[src/rtl/sync_fifo.sv]
// Single-clock FIFO with registered read data and write/overflow/underflow strobes.
// Occupancy flags decode combinationally from the occupancy counter.
module sync_fifo #(
  parameter int FIFO_WIDTH = 16,
  parameter int FIFO_DEPTH = 8
) (
  input  logic                          clk,
  input  logic                          rst_n,
  input  logic [FIFO_WIDTH-1:0]         data_in,
  input  logic                          wr_en,
  input  logic                          rd_en,
  output logic [FIFO_WIDTH-1:0]         data_out,
  output logic                          wr_ack,
  output logic                          overflow,
  output logic                          underflow,
  output logic                          full,
  output logic                          empty,
  output logic                          almostfull,
  output logic                          almostempty,
  output logic [$clog2(FIFO_DEPTH):0]   count
);

  localparam int AW = $clog2(FIFO_DEPTH);
  localparam int CW = AW + 1;

  logic [FIFO_WIDTH-1:0] mem [FIFO_DEPTH];
  logic [AW-1:0]         wr_ptr;
  logic [AW-1:0]         rd_ptr;
  logic                  wr_ok;
  logic                  rd_ok;

  assign full        = (count == CW'(FIFO_DEPTH));
  assign empty       = (count == '0);
  assign almostfull  = (count == CW'(FIFO_DEPTH - 1));
  assign almostempty = (count == CW'(1));

  // Acceptance uses the flags as they stand before the edge.
  assign wr_ok = wr_en & ~full;
  assign rd_ok = rd_en & ~empty;

  // Storage has no reset; stale words are unreachable once count clears.
  always_ff @(posedge clk) begin
    if (wr_ok) begin
      mem[wr_ptr] <= data_in;
    end
  end

  always_ff @(posedge clk or negedge rst_n) begin
    if (!rst_n) begin
      wr_ptr    <= '0;
      rd_ptr    <= '0;
      count     <= '0;
      data_out  <= '0;
      wr_ack    <= 1'b0;
      overflow  <= 1'b0;
      underflow <= 1'b0;
    end else begin
      wr_ack    <= wr_ok;
      overflow  <= wr_en & full;
      underflow <= rd_en & empty;
      if (wr_ok) begin
        wr_ptr <= wr_ptr + AW'(1);
      end
      if (rd_ok) begin
        data_out <= mem[rd_ptr];
        rd_ptr   <= rd_ptr + AW'(1);
      end
      unique case ({wr_ok, rd_ok})
        2'b10:   count <= count + CW'(1);
        2'b01:   count <= count - CW'(1);
        default: count <= count;
      endcase
    end
  end

endmodule

[config.mk]
export PLATFORM = sky130hd
export DESIGN_NAME = sync_fifo
export DESIGN_NICKNAME = d
export VERILOG_FILES = /design/src/rtl/sync_fifo.sv
export SDC_FILE = /design/constraint.sdc
export NUM_CORES = 1
export LEC_CHECK = 0
export BUFFER_PORTS_ARGS = -buffer_cell sky130_fd_sc_hd__buf_2
export CAP_MARGIN = 20
export CELL_PAD_IN_SITES_DETAIL_PLACEMENT = 0
export CELL_PAD_IN_SITES_GLOBAL_PLACEMENT = 1
export CORE_MARGIN = 2
export CORE_UTILIZATION = 51
export DETAILED_ROUTE_END_ITERATION = 7
export GPL_TIMING_DRIVEN = 0
export PLACE_DENSITY = 0.77
export SETUP_SLACK_MARGIN = 0.3
export SLEW_MARGIN = 15
export SYNTH_ARGS = -nofsm -noshare
export SYNTH_HDL_FRONTEND = slang
export SYNTH_SLANG_ARGS = --single-unit
[constraint.sdc]
create_clock -name clk -period 3.4 [get_ports clk]
set_clock_uncertainty 0.2 [all_clocks]
set_input_delay 0.34 -clock clk [delete_from_list [all_inputs] [get_ports clk]]
set_output_delay 0.34 -clock clk [all_outputs]
set_load 0.02 [all_outputs]
==> out/qor.yml <==
ys_types: 31
fin_setup_tns_ps: 0
cp.arrival_ps: 2230
fin_nets: 476
wl_um: 12800
die_x_um: 115
synthFlopType: "edfxtp_1"
synth.ff_latch_count: 157
cts_root_buf: "clkbuf_16"
routed_via_density: 5.58
synth_top_family_by_area: "multiplexers"
crit_end: "empty"
postLayoutCellArea_um2: 7580
whs_ps: -4.21
core_um2: 12000
antenna_found_initial: 0
drive_gt1_share_pct: 32.6
worst_setup_path_end_kind: "output pin"
hold_depth: 1
cp-startpoint: "count[0]$_DFFE_PN0P_"
pwr_density_cell_nw_per_um2: 878
gp_congestion: 0.761
synth_area_per_cell_um2: 17.5
setup_viol: 0
async_flop_share_pct: 18.5
synth_seq_area_share_pct: 72.7
worstSetupStartpointType: "flop"
r2r_end: "count[3]$_DFFE_PN0P_"
yosys-top-cells-count: "edfxtp_1, mux2i_1, dfrtp_1, mux2_2, o21ai_0"
hold_viol: 8
irDropWorstVdd_mv: 0.433
rsz0062_at_grt: "no"
syn_nets: 385
max_freq_ghz: 0.361
clk_latency_ps: 420
static-leakage-power_nw: 2.84
synth_compound_area_share_pct: 8.50
slew_headroom_pct: 47.9
required_ps: 2860
critPathMaxFanout: 10
grt_pass1_wl_um: 20100
start_util_pct: 52.4
placement.io_buffers: 46
first_iter_violations: 208
post-cts-setup-buffers: 0
synth_edf_count: 128
worstMarginPinSlew_ps: 782
status: "finished with violations"
antenna_cells: 0
fin_cells: 610
post-place-ws_ps: 634
die_h_um: 115
rows: 40
dpl_cell_area_um2: 6860
yosysWarnings: 0
synth_largest_area_cell: "edfxtp_1"
grt_start_max_net_pins: 30
place_hpwl_um: 8240
dieArea_um2: 13200
fin_crit_ps: 2770
clock-sinks: 157
cts_max_level: 4
post-route-period-util_pct: 81.6
critical_path_class: "flop to output pin"
cts_made_buffers: 17
drv_cap: 0
wire_per_inst_um: 21.0
synth.mux.area_fraction_pct: 11.3
area_delta_synth_final_pct: 20.6
firstDrtPassIters: 5
grt_remaining_overflow: 0
grt_pass1_vias: 3499
synth_top_area_share_pct: 61.1
timing.rr.start: "count[0]$_DFFE_PN0P_"
ant_nets: 0
synth_adder_area_share_pct: 1.19
rrSetupSlack_ps: 640
syn_inst: 359
n_fill_cell: 858
yosysMostFrequentCell: "edfxtp_1"
synth.cell_area_um2: 6290
yosys-top-cells-area: "edfxtp_1, dfrtp_1, mux2i_1"
dp_cells: 562
slew_violations: 0
num_vias: 3406
post-route-util_pct: 63.1
drc: 0
hold_path.class: "input port to flop"
clkTransAtPathRegs_ps: 60
cts_tree: "done"
synth_simple_gate_area_share_pct: 2.79
violations: "negative hold slack"
ios: 47
worst_slack_ps: 627
reg2regPathDepth: 11
clk_path_buf_depth: 2
grtUsageTotal_pct: 21.4
synth-xor-area-share_pct: 1.11
[timing repair]
item | CTS | global route
hold buffers | 16 | 0
hold endpoints to repair | 142 | 0
setup endpoints to repair | 0 | 0
gates resized for setup | 0 | 0
[worst min path at each step]
stage	from	to	slack, ps
floorplan	rst_n	count[0]$_DFFE_PN0P_	-160
global placement	rst_n	overflow$_DFF_PN0_	250
detailed placement	rst_n	overflow$_DFF_PN0_	260
CTS	data_in[8]	mem[4][8]$_DFFE_PP_	4
global route	rd_en	underflow$_DFF_PN0_	10
finish	data_in[8]	mem[1][8]$_DFFE_PP_	-4
[kinds of logic (layout without fill, tap and decap cells)]
kind of cell,Yosys count,count (layout)
flops,157,157
mux,67,67
compound gates,66,66
simple gates,31,31
buf+inv,24,128
xor+xnor,8,8
fa+ha+maj,6,6
[critical path, cell delays in order, from the launching register on]
cell	delay, ps
dfrtp_1	460
inv_1	90
ha_1	180
nor3b_1	240
buf_2	290
buf_2	320
buf_2	220
[metal layers]
metal,GRT usage (%),wire length (µm)
met1,29.0,5810
met2,33.8,6360
met3,6.22,527
met4,6.91,136
met5,0,0
[layout by cell type (no fill, tap or decap), types with 7 or more instances in the layout]
master         synthesis  routed
mux2_1                11      11
buf_6                  6      10
o22ai_1               16      16
a22o_1                16      16
o21ai_0               17      17
dfrtp_1               29      29
clkbuf_16              0      17
mux2i_1               33      33
edfxtp_1             128     128
clkinv_2               0       7
mux2_2                23      23
o31ai_2               16      16
buf_2                  7      53
dlygate4sd3_1          0      16
[where the power goes]
part           internal [mW]  switching [mW]
Sequential              2.49           0.191
Combinational          0.918            1.27
Clock                   1.07           0.716
Total                   4.48            2.18
[state kept, by name, summed over array words and instances, names as in the netlist]
register   flops
count          4
wr_ack         1
data_out      16
wr_ptr         3
overflow       1
mem          128
rd_ptr         3
underflow      1
[through the flow]
stage	hold WS (ps)	power, mW
2_1_floorplan	-156	4.19
3_3_place_gp	250	4.80
3_5_place_dp	260	4.92
4_1_cts	3.97	6.71
5_1_grt	10.8	6.99
6_report	-4.21	6.66
[layout make-up]
type	instances	area, µm²	share of cell area (%)
Buffer	18	129	1.70
Clock buffer	19	433	5.71
Clock inverter	13	125	1.65
Inverter	6	22.5	0.297
Multi-Input combinational cell	178	1590	21.0
Sequential cell	157	4570	60.3
Tap cell	147	184	2.43
Timing Repair Buffer	72	526	6.93
Power figures use the tool's default switching activity.
